**config.mk**
```make
export PLATFORM = sky130hd
export DESIGN_NAME = display_stream_out
export DESIGN_NICKNAME = d
export VERILOG_FILES = /design/src/rtl/display_stream_out.sv
export SDC_FILE = /design/constraint.sdc
export NUM_CORES = 1
export LEC_CHECK = 0
export CAP_MARGIN = 5
export CORE_MARGIN = 2
export CORE_UTILIZATION = 45
export CTS_CLUSTER_DIAMETER = 120
export DETAILED_ROUTE_END_ITERATION = 12
export PLACE_DENSITY_LB_ADDON = 0.05
export SLEW_MARGIN = 10
export SYNTH_ARGS = -nofsm -noshare
export SYNTH_HDL_FRONTEND = slang
export SYNTH_SLANG_ARGS = --single-unit
```
**constraint.sdc**
```tcl
create_clock -name clk_pix -period 4.7 [get_ports clk_pix]
set_input_delay 0.94 -clock clk_pix [delete_from_list [all_inputs] [get_ports clk_pix]]
set_output_delay 0.94 -clock clk_pix [all_outputs]
set_load 0.03 [all_outputs]
```
**src/rtl/display_stream_out.sv**
```systemverilog
// display_stream_out
//   Display timing generator with an elastic pixel FIFO in front of the
//   colour output. Upstream producers push {sof, r, g, b} through a
//   valid/ready handshake. One pixel is popped per active position, and
//   the block re-aligns to the producer's frame using the sof tag.
//
//   Optional feature macro: TEST_PATTERN_EN. When it is defined, the
//   test_mode input exists. With test_mode=1 the active area shows
//   8 vertical colour bars, and the FIFO is neither popped nor checked
//   for underflow.
//
// Ports
//   clk_pix, rst_pix        pixel clock, asynchronous active-high reset
//   in_valid/in_ready       input handshake; in_ready = !fifo_full
//   in_sof                  first pixel (0,0) of a producer frame
//   in_r/in_g/in_b          input colour, CHAN_W bits each
//   clr_underflow           clears underflow flag and counter
//   test_mode               (TEST_PATTERN_EN only) colour-bar source
//   sx, sy                  registered raster position
//   de, hsync, vsync        registered video controls
//   frame_start             registered, high for position (0,0)
//   out_r/out_g/out_b       registered colour
//   underflow               sticky starvation flag
//   underflow_cnt           saturating count of starved active pixels
//   fifo_level              FIFO occupancy
module display_stream_out #(
  parameter int unsigned CORDW      = 10,
  parameter int unsigned CHAN_W     = 8,
  parameter int unsigned H_ACTIVE   = 640,
  parameter int unsigned H_FP       = 16,
  parameter int unsigned H_SYNC     = 96,
  parameter int unsigned H_BP       = 48,
  parameter int unsigned V_ACTIVE   = 480,
  parameter int unsigned V_FP       = 10,
  parameter int unsigned V_SYNC     = 2,
  parameter int unsigned V_BP       = 33,
  parameter logic        SYNC_POL   = 1'b0,
  parameter int unsigned FIFO_DEPTH = 16
) (
  input  logic                        clk_pix,
  input  logic                        rst_pix,
  input  logic                        in_valid,
  output logic                        in_ready,
  input  logic                        in_sof,
  input  logic [CHAN_W-1:0]           in_r,
  input  logic [CHAN_W-1:0]           in_g,
  input  logic [CHAN_W-1:0]           in_b,
  input  logic                        clr_underflow,
`ifdef TEST_PATTERN_EN
  input  logic                        test_mode,
`endif
  output logic [CORDW-1:0]            sx,
  output logic [CORDW-1:0]            sy,
  output logic                        de,
  output logic                        hsync,
  output logic                        vsync,
  output logic                        frame_start,
  output logic [CHAN_W-1:0]           out_r,
  output logic [CHAN_W-1:0]           out_g,
  output logic [CHAN_W-1:0]           out_b,
  output logic                        underflow,
  output logic [15:0]                 underflow_cnt,
  output logic [$clog2(FIFO_DEPTH):0] fifo_level
);

  localparam int unsigned H_TOTAL  = H_ACTIVE + H_FP + H_SYNC + H_BP;
  localparam int unsigned V_TOTAL  = V_ACTIVE + V_FP + V_SYNC + V_BP;
  localparam int unsigned HS_START = H_ACTIVE + H_FP;
  localparam int unsigned HS_END   = H_ACTIVE + H_FP + H_SYNC;
  localparam int unsigned VS_START = V_ACTIVE + V_FP;
  localparam int unsigned VS_END   = V_ACTIVE + V_FP + V_SYNC;
  localparam int unsigned AW       = $clog2(FIFO_DEPTH);
  localparam int unsigned LW       = AW + 1;

  typedef struct packed {
    logic              sof;
    logic [CHAN_W-1:0] r;
    logic [CHAN_W-1:0] g;
    logic [CHAN_W-1:0] b;
  } pix_t;

  typedef enum logic {
    ST_NORMAL = 1'b0,
    ST_RESYNC = 1'b1
  } state_t;

  // ---------------------------------------------------------------
  // Raster counters
  // ---------------------------------------------------------------
  logic [CORDW-1:0] r_h;
  logic [CORDW-1:0] r_v;
  logic             w_h_last;
  logic             w_v_last;
  logic             w_active;
  logic             w_origin;
  logic             w_hs_on;
  logic             w_vs_on;

  assign w_h_last = (r_h == CORDW'(H_TOTAL - 1));
  assign w_v_last = (r_v == CORDW'(V_TOTAL - 1));
  assign w_active = (r_h < CORDW'(H_ACTIVE)) && (r_v < CORDW'(V_ACTIVE));
  assign w_origin = (r_h == '0) && (r_v == '0);
  assign w_hs_on  = (r_h >= CORDW'(HS_START)) && (r_h < CORDW'(HS_END));
  assign w_vs_on  = (r_v >= CORDW'(VS_START)) && (r_v < CORDW'(VS_END));

  // h wraps every line; v advances on the h wrap and wraps every frame
  always_ff @(posedge clk_pix or posedge rst_pix) begin
    if (rst_pix) begin
      r_h <= '0;
      r_v <= '0;
    end else if (w_h_last) begin
      r_h <= '0;
      r_v <= w_v_last ? '0 : r_v + CORDW'(1);
    end else begin
      r_h <= r_h + CORDW'(1);
    end
  end

  // ---------------------------------------------------------------
  // Pixel FIFO
  // ---------------------------------------------------------------
  pix_t          r_mem [FIFO_DEPTH];
  logic [AW-1:0] r_wr_ptr;
  logic [AW-1:0] r_rd_ptr;
  logic [LW-1:0] r_count;
  logic          w_full;
  logic          w_empty;
  logic          w_push;
  logic          w_pop;
  pix_t          w_in_pix;
  pix_t          w_head;

  assign w_full   = (r_count == LW'(FIFO_DEPTH));
  assign w_empty  = (r_count == '0);
  // No pass-through at full: a same-cycle pop does not free a slot
  assign in_ready = !w_full;
  assign w_push   = in_valid && !w_full;
  assign w_in_pix = '{sof: in_sof, r: in_r, g: in_g, b: in_b};
  assign w_head   = r_mem[r_rd_ptr];

  // Storage has no reset; occupancy tracking makes stale entries invisible
  always_ff @(posedge clk_pix) begin
    if (w_push) begin
      r_mem[r_wr_ptr] <= w_in_pix;
    end
  end

  // Pointers and occupancy
  always_ff @(posedge clk_pix or posedge rst_pix) begin
    if (rst_pix) begin
      r_wr_ptr <= '0;
      r_rd_ptr <= '0;
      r_count  <= '0;
    end else begin
      if (w_push) begin
        r_wr_ptr <= r_wr_ptr + AW'(1);
      end
      if (w_pop) begin
        r_rd_ptr <= r_rd_ptr + AW'(1);
      end
      case ({w_push, w_pop})
        2'b10:   r_count <= r_count + LW'(1);
        2'b01:   r_count <= r_count - LW'(1);
        default: r_count <= r_count;
      endcase
    end
  end

  assign fifo_level = r_count;

  // ---------------------------------------------------------------
  // Test pattern source
  // ---------------------------------------------------------------
  logic w_test;

`ifdef TEST_PATTERN_EN
  localparam int unsigned BAR_W = (H_ACTIVE / 8 > 0) ? (H_ACTIVE / 8) : 1;

  logic [CORDW-1:0] w_bar_idx;
  logic [2:0]       w_bar;

  assign w_test    = test_mode;
  assign w_bar_idx = r_h / CORDW'(BAR_W);
  // Positions past the eighth bar (H_ACTIVE not a multiple of 8) stay black
  assign w_bar     = (w_bar_idx > CORDW'(7)) ? 3'd7 : w_bar_idx[2:0];
`else
  assign w_test = 1'b0;
`endif

  // ---------------------------------------------------------------
  // Frame alignment FSM
  // ---------------------------------------------------------------
  state_t r_state;
  state_t w_state_nxt;
  logic   w_show;
  logic   w_uf_event;

  always_ff @(posedge clk_pix or posedge rst_pix) begin
    if (rst_pix) begin
      r_state <= ST_NORMAL;
    end else begin
      r_state <= w_state_nxt;
    end
  end

  // Pop / display / underflow decision for the current raster position
  always_comb begin
    w_state_nxt = r_state;
    w_pop       = 1'b0;
    w_show      = 1'b0;
    w_uf_event  = 1'b0;
    if (w_active && !w_test) begin
      case (r_state)
        ST_NORMAL: begin
          if (w_empty) begin
            w_uf_event = 1'b1;
          end else if (w_head.sof == w_origin) begin
            // sof head exactly at the origin, or plain pixel elsewhere
            w_pop  = 1'b1;
            w_show = 1'b1;
          end else if (w_head.sof) begin
            // Producer is ahead: keep its frame start for the next origin
            w_state_nxt = ST_RESYNC;
          end else begin
            // Producer is behind: discard its leftover pixel
            w_pop       = 1'b1;
            w_state_nxt = ST_RESYNC;
          end
        end
        ST_RESYNC: begin
          if (!w_empty) begin
            if (w_head.sof && w_origin) begin
              w_pop       = 1'b1;
              w_show      = 1'b1;
              w_state_nxt = ST_NORMAL;
            end else if (!w_head.sof) begin
              w_pop = 1'b1;
            end
          end
        end
        default: begin
          w_state_nxt = ST_NORMAL;
        end
      endcase
    end
  end

  // ---------------------------------------------------------------
  // Colour select
  // ---------------------------------------------------------------
  logic [CHAN_W-1:0] w_r;
  logic [CHAN_W-1:0] w_g;
  logic [CHAN_W-1:0] w_b;

  always_comb begin
    w_r = '0;
    w_g = '0;
    w_b = '0;
    if (w_show) begin
      w_r = w_head.r;
      w_g = w_head.g;
      w_b = w_head.b;
    end
`ifdef TEST_PATTERN_EN
    // Bar order white..black maps bar index bits to inverted {g, r, b}
    if (w_active && w_test) begin
      w_r = {CHAN_W{~w_bar[1]}};
      w_g = {CHAN_W{~w_bar[2]}};
      w_b = {CHAN_W{~w_bar[0]}};
    end
`endif
  end

  // ---------------------------------------------------------------
  // Output registers: every field describes the same raster position
  // ---------------------------------------------------------------
  always_ff @(posedge clk_pix or posedge rst_pix) begin
    if (rst_pix) begin
      sx          <= '0;
      sy          <= '0;
      de          <= 1'b0;
      hsync       <= ~SYNC_POL;
      vsync       <= ~SYNC_POL;
      frame_start <= 1'b0;
      out_r       <= '0;
      out_g       <= '0;
      out_b       <= '0;
    end else begin
      sx          <= r_h;
      sy          <= r_v;
      de          <= w_active;
      hsync       <= w_hs_on ? SYNC_POL : ~SYNC_POL;
      vsync       <= w_vs_on ? SYNC_POL : ~SYNC_POL;
      frame_start <= w_origin;
      out_r       <= w_r;
      out_g       <= w_g;
      out_b       <= w_b;
    end
  end

  // ---------------------------------------------------------------
  // Underflow tracking; an event in the clear cycle restarts at 1
  // ---------------------------------------------------------------
  always_ff @(posedge clk_pix or posedge rst_pix) begin
    if (rst_pix) begin
      underflow     <= 1'b0;
      underflow_cnt <= '0;
    end else if (w_uf_event) begin
      underflow <= 1'b1;
      if (clr_underflow) begin
        underflow_cnt <= 16'd1;
      end else if (underflow_cnt != 16'hFFFF) begin
        underflow_cnt <= underflow_cnt + 16'd1;
      end
    end else if (clr_underflow) begin
      underflow     <= 1'b0;
      underflow_cnt <= '0;
    end
  end

endmodule
```
# After elaboration in Yosys (flattened, before gate mapping)
# Memories as Yosys holds them, arrays and structs flattened.
# Index checks and enable logic that the tools add are counted.
[word_totals] in_bits=29 output_inout_bits=71 ram_bits=400 memories=1 register_bits=99
[memory_table] memory="r_mem" depth=16 width=25 rd=1 rd_clocked_by_memory_dff=0 write_ports=1 line_no="122" source="pix_t r_mem [FIFO_DEPTH];"
[classes] n_lt_le_gt_ge=6 eq_ne=7 n_mux=37 n_bitwise=1 n_reduce_logical=14 addsub=7
[ops] operator="16-bit 2-to-1 mux" n=4
[ops] operator="1-bit 2-to-1 mux" n=24
[ops] operator="8-bit 2-to-1 mux" n=3
[ops] operator="10-bit by 1-bit adder with 10-bit output, second input constant" n=2
[ops] operator="10-bit equality test, second input constant" n=2
[ops] operator="10-bit zero test" n=2
[ops] operator="10-bit less-than comparator, second input constant" n=2
[ops] operator="10-bit by 9-bit less-than comparator with 1-bit output, second input constant" n=2
[ops] operator="10-bit 2-to-1 mux" n=2
[ops] operator="16-bit by 1-bit adder with 16-bit output, second input constant" n=1
[ops] operator="16-bit != test, second input constant" n=1
[ops] operator="10-bit >= comparator, second input constant" n=1
[ops] operator="10-bit by 9-bit >= comparator with 1-bit output, second input constant" n=1
[ops] operator="5-bit case mux with 2 select lines" n=1
[ops] operator="4-bit by 1-bit adder with 4-bit output, second input constant" n=2
[ops] operator="1-bit logical AND" n=6
[ops] operator="1-bit case mux with 2 select lines" n=3
[ops] operator="2-bit nonzero test" n=3
[ops] operator="5-bit by 1-bit adder with 5-bit output, second input constant" n=1
[ops] operator="5-bit equality test, second input constant" n=1
[ops] operator="5-bit zero test" n=1
[ops] operator="5-bit by 1-bit subtractor with 5-bit output, second input constant" n=1
[ops] operator="2-bit by 1-bit equality test with 1-bit output, second input constant" n=1
[ops] operator="2-bit equality test, second input constant" n=1
[ops] operator="4 further kinds" n=4

# Depth between registers and ports, before layout
[logic_depth] ltp_word=9 ltp_mapped=19

# Worst setup path after synthesis
# No wires, ideal clock.
[synth_timing] path_type="register to register" startpoint="register r_rd_ptr[0]" endpoint="register r_count[4] (netlist: fifo_level[4])" period_less_slack_ps=3813 stages_incl_launch_ff=18 path_buffers=4 slack_ps=887 t_arrival_ps=3677 required_ps=4565 path_cell_list="dfrtp_1 > clkbuf_1 > buf_2 > buf_2 > mux4_2 > a22oi_1 > nand2_1 > ha_1 > nor2b_1 > buf_6 > ha_1 > inv_1 > fa_1 > nor2b_1 > o21ai_0 > nand3_1 > or3b_2 > xnor2_1"
[synth_between] elab_chain_len=8
[synth_lines] element="from (decl)" line_no="124" source="logic [AW-1:0] r_rd_ptr;"
[synth_lines] element="from (signal assigned)" line_no="159" source="r_rd_ptr <= r_rd_ptr + AW'(1);"
[synth_lines] element="memory read 16 x 25 bit (*)"
[synth_lines] element="1-bit 2-to-1 mux, or another cell as far along" line_no="221, 236"
[synth_lines] element="1-bit 2-to-1 mux, on equally long branches" line_no="232, 217"
[synth_lines] element="1-bit 2-to-1 mux, on equally long branches" line_no="231, 215"
[synth_lines] element="1-bit case mux with 2 select lines (*)" line_no="213" source="case (r_state)"
[synth_lines] element="1-bit 2-to-1 mux (*)" line_no="212" source="if (w_active && !w_test) begin"
[synth_lines] element="named net w_pop" line_no="129" source="logic w_pop;"
[synth_lines] element="2-bit by 1-bit equality test with 1-bit output or 2-bit equality test (tied branches)" line_no="161" source="case ({w_push, w_pop})"
[synth_lines] element="5-bit case mux with 2 select lines or 2-bit nonzero test (tied branches)"
[synth_lines] element="to (signal assigned)" line_no="162" source="2'b10: r_count <= r_count + LW'(1);"
[synth_lines] element="to (signal assigned)" line_no="163" source="2'b01: r_count <= r_count - LW'(1);"
[synth_lines] element="to (signal assigned)" line_no="164" source="default: r_count <= r_count;"
[synth_lines] element="to (decl)" line_no="125" source="logic [LW-1:0] r_count;"
# Mark *: on every way through the listed nets, which the timed path passes. The rest lies on a longest branch.
# A chain may end at the register's enable or synchronous reset.

# Worst setup path after layout
[layout_timing] startpoint="register r_rd_ptr[0]" endpoint="register r_count[4] (netlist: fifo_level[4])"
[layout_between] elab_chain_len=8
[layout_lines] element="memory read 16 x 25 bit (*)"
[layout_lines] element="1-bit 2-to-1 mux, or another cell as far along" line_no="221, 236"
[layout_lines] element="1-bit 2-to-1 mux, on equally long branches" line_no="232, 217"
[layout_lines] element="1-bit 2-to-1 mux, on equally long branches" line_no="231, 215"
[layout_lines] element="1-bit case mux with 2 select lines (*)" line_no="213"
[layout_lines] element="1-bit 2-to-1 mux (*)" line_no="212"
[layout_lines] element="2-bit by 1-bit equality test with 1-bit output or 2-bit equality test (tied branches)" line_no="161"
[layout_lines] element="5-bit case mux with 2 select lines or 2-bit nonzero test (tied branches)"
# Every way passes the cells marked *; elsewhere a longest branch is shown, timed or not.

==> impl_metrics.tcl <==
set metrics [dict create \
    cts_hold_buf 0 \
    drtIter0Drc 737 \
    drtAntennaViolNets 0 \
    syn2layout_area_growth_pct 18.7 \
    cp_max_fo 17 \
    setup_viol_count_final 0 \
    layout_min_cycle_time_ps 3930 \
    ys_ff_latch 499 \
    post_cts_buffers 0 \
    synth.avg_cell_area_um2 19.5 \
    grt_usage_pct 19.5 \
    ys_types 54 \
    antenna_found_initial 0 \
    yosysTopAreaCell "edfxtp_1" \
    clockBufferDepth 3 \
    tns_ps 0 \
    cts_made_buffers 54 \
    clk_pin_slew_ps 60 \
    hold_class "reg2reg" \
    insertedDiodeCount 0 \
    start_util_pct 45.6 \
    synth_top_area_share_pct 62.8 \
    die_x_um 210 \
    finClkSkew_ps 11.0 \
    endpoint_kind "flop" \
    cts_tree "done" \
    cts_sinks 499 \
    period_share_pct 83.7 \
    dieArea_um2 44200 \
    grt_pass1_vias 9797 \
    layout-drive-gt1-share_pct 21.9 \
    grt_first_pass_wirelength_um 63000 \
    worst_slew_pin_slew_ps 1100 \
    hold_violations 0 \
    critPathMaxStageDelay_ps 610 \
    syn_nets 1030 \
    synth_edf_count 400 \
    yosysMostFrequentCell "edfxtp_1" \
    fp.coreArea_um2 41900 \
    rrSetupSlack_ps 770 \
    vias 9660 \
    finalMaxSlewViolations 0 \
    wl_um 41900 \
    h-tree-depth 2 \
    crit_chain "mux2_2, nor3b_1, a311oi_1, a22oi_1, nand2_1, ha_1, nor2b_1, ha_1, inv_1, fa_1, nor2b_1, o21ai_0, nand3_1, or3b_2, xnor2_1" \
    worstPathRequired_ps 5170 \
    wl_per_cell_um 24.6 \
    drc 0 \
    synthTopCellsByCount "edfxtp_1 (400), mux4_2 (98), dfrtp_1 (97)" \
    crit_type "reg2reg" \
    async_flop_share_pct 19.8 \
    seq_area_frac_synth_pct 75.7 \
    die-height_um 210 \
    ir_drop_v 0.000402 \
    grt_max_degree 69 \
    layout.nets 1167 \
    rsz0062_at_grt "no" \
    first_pass_iters 5 \
    gp_congestion 0.747 \
    powerDensity_nw_per_um2 549 \
    max_freq_mhz 254 \
    clk-insertion-delay-late_ps 590 \
    cts-root-buf "clkbuf_16" \
    yosys-top-cells-area "edfxtp_1 (63%), dfrtp_1 (13%), mux4_2 (12%), a22oi_1 (1.8%), ha_1 (1.0%)" \
    gr-total-overflow 0 \
    ctsResizeCount 0 \
    ys_warn_count 0 \
    slowest_stage "dfrtp_4" \
    rows 75 \
    avgViaCountPerCell 5.67 \
    maxCapViolations 0 \
    syn-cell-area_um2 19100 \
    syn_inst 984 \
    ioPinCount 100 \
    synthFlopType "edfxtp_1" \
    relSlewSlack_pct 26.6 \
    status "finished, final reports clean" \
    final_util_pct 54.2 \
    holdWs_ps 437 \
    crit_arrival_ps 4400 \
    port_buffers 99 \
    p_leak_nw 7.73 \
    start_kind "flop" \
    post-dp-hpwl_um 23600 \
]
-- sequential cells by signal (all words and copies together), names as in the netlist --
signal,count
r_rd_ptr,4
fifo_level,5
out_g,8
sy,10
hsync,1
underflow,1
r_h,10
frame_start,1
r_v,10
out_b,8
out_r,8
vsync,1
r_mem,400
underflow_cnt,16
sx,10
r_state,1
r_wr_ptr,4
de,1
-- logic make-up (layout without fill, tap and decap cells) --
family	count (synthesis)	in the layout	synth area share, %
xor gates and xnor gates	27	27	1.24
AOI/OAI and AO/OA	117	117	4.01
buffers and inverters	69	251	1.58
and+or+nand+nor	146	146	4.15
adders and majority gates	17	17	1.15
muxes	109	109	12.2
DFF	499	499	75.7
-- critical path: cells and delay by family (launching register included) --
kind	cells	cell delay [ps]
simple gates	6	1300
fa+ha+maj	3	910
flops	1	610
mux	1	370
compound gates	3	360
xor+xnor	1	130
buf+inv	1	100
-- final timing paths --
kind / startpoint / endpoint / cells past startpoint
min reg2reg: r_v[8] / sy[8] / 0
max in group asynchronous: rst_pix / vsync / 3
max reg2reg: r_rd_ptr[0] / fifo_level[4] / 15
max: r_rd_ptr[0] / fifo_level[4] / 15
min in group asynchronous: rst_pix / underflow_cnt[8] / 2
min: r_v[8] / sy[8] / 0
-- layout make-up --
class	instances	area, µm²
clock buffer	88	1690
clock inverter	13	75.1
fill	3333	19200
inverter	19	73.8
multi-input combinational	416	4470
sequential	499	14500
tap	539	674
timing repair buffer	131	1240
-- placed cells by master (no fill, tap or decap), types with 6 or more instances in the layout --
cell type | synthesis | routed
a22oi_1 | 47 | 47
edfxtp_1 | 400 | 400
nand4_1 | 14 | 14
nor4_1 | 6 | 6
xor2_1 | 13 | 13
nand2_1 | 27 | 27
clkdlybuf4s50_1 | 0 | 99
inv_1 | 19 | 18
buf_4 | 0 | 31
clkbuf_1 | 28 | 15
clkbuf_8 | 0 | 17
o21ai_0 | 18 | 18
ha_1 | 16 | 16
xnor2_1 | 14 | 14
dfrtp_1 | 97 | 95
clkinv_2 | 0 | 9
a21oi_1 | 32 | 32
clkbuf_16 | 0 | 56
nand3_1 | 11 | 11
nor2_1 | 34 | 21
nor2b_1 | 8 | 6
mux4_2 | 98 | 98
nor2_4 | 0 | 12
nor3_1 | 11 | 7
-- layer usage --
metal | vias up | global-route usage, % | share of wire (%)
li1 | 4261 | - | -
met1 | 5132 | 28.4 | 46
met2 | 211 | 30.4 | 47
met3 | 56 | 3.38 | 4.2
met4 | 0 | 6.02 | 2.2
met5 | - | 0 | 0
-- where the power goes --
group | switching (W) | internal (W) | total, W | leakage, nW
Clock | 0.00168 | 0.00245 | 0.00413 | 0.880
Sequential | 0.000256 | 0.00521 | 0.00546 | 4.93
Combinational | 0.00159 | 0.00130 | 0.00289 | 1.93
Total | 0.00352 | 0.00896 | 0.0125 | 7.73
-- stage by stage --
step                      worst slack (ps)  std cells  power, W  cell area [µm²]
final                                  765       1705    0.0125            22700
after detailed placement               735       1604   0.00851            21000
after global placement                 780       1604   0.00848            21000
after global routing                   396       1705    0.0130            22700
after floorplan                        887        984   0.00757            19100
after CTS                              720       1705    0.0126            22700
(Power assumes the default switching activity.)
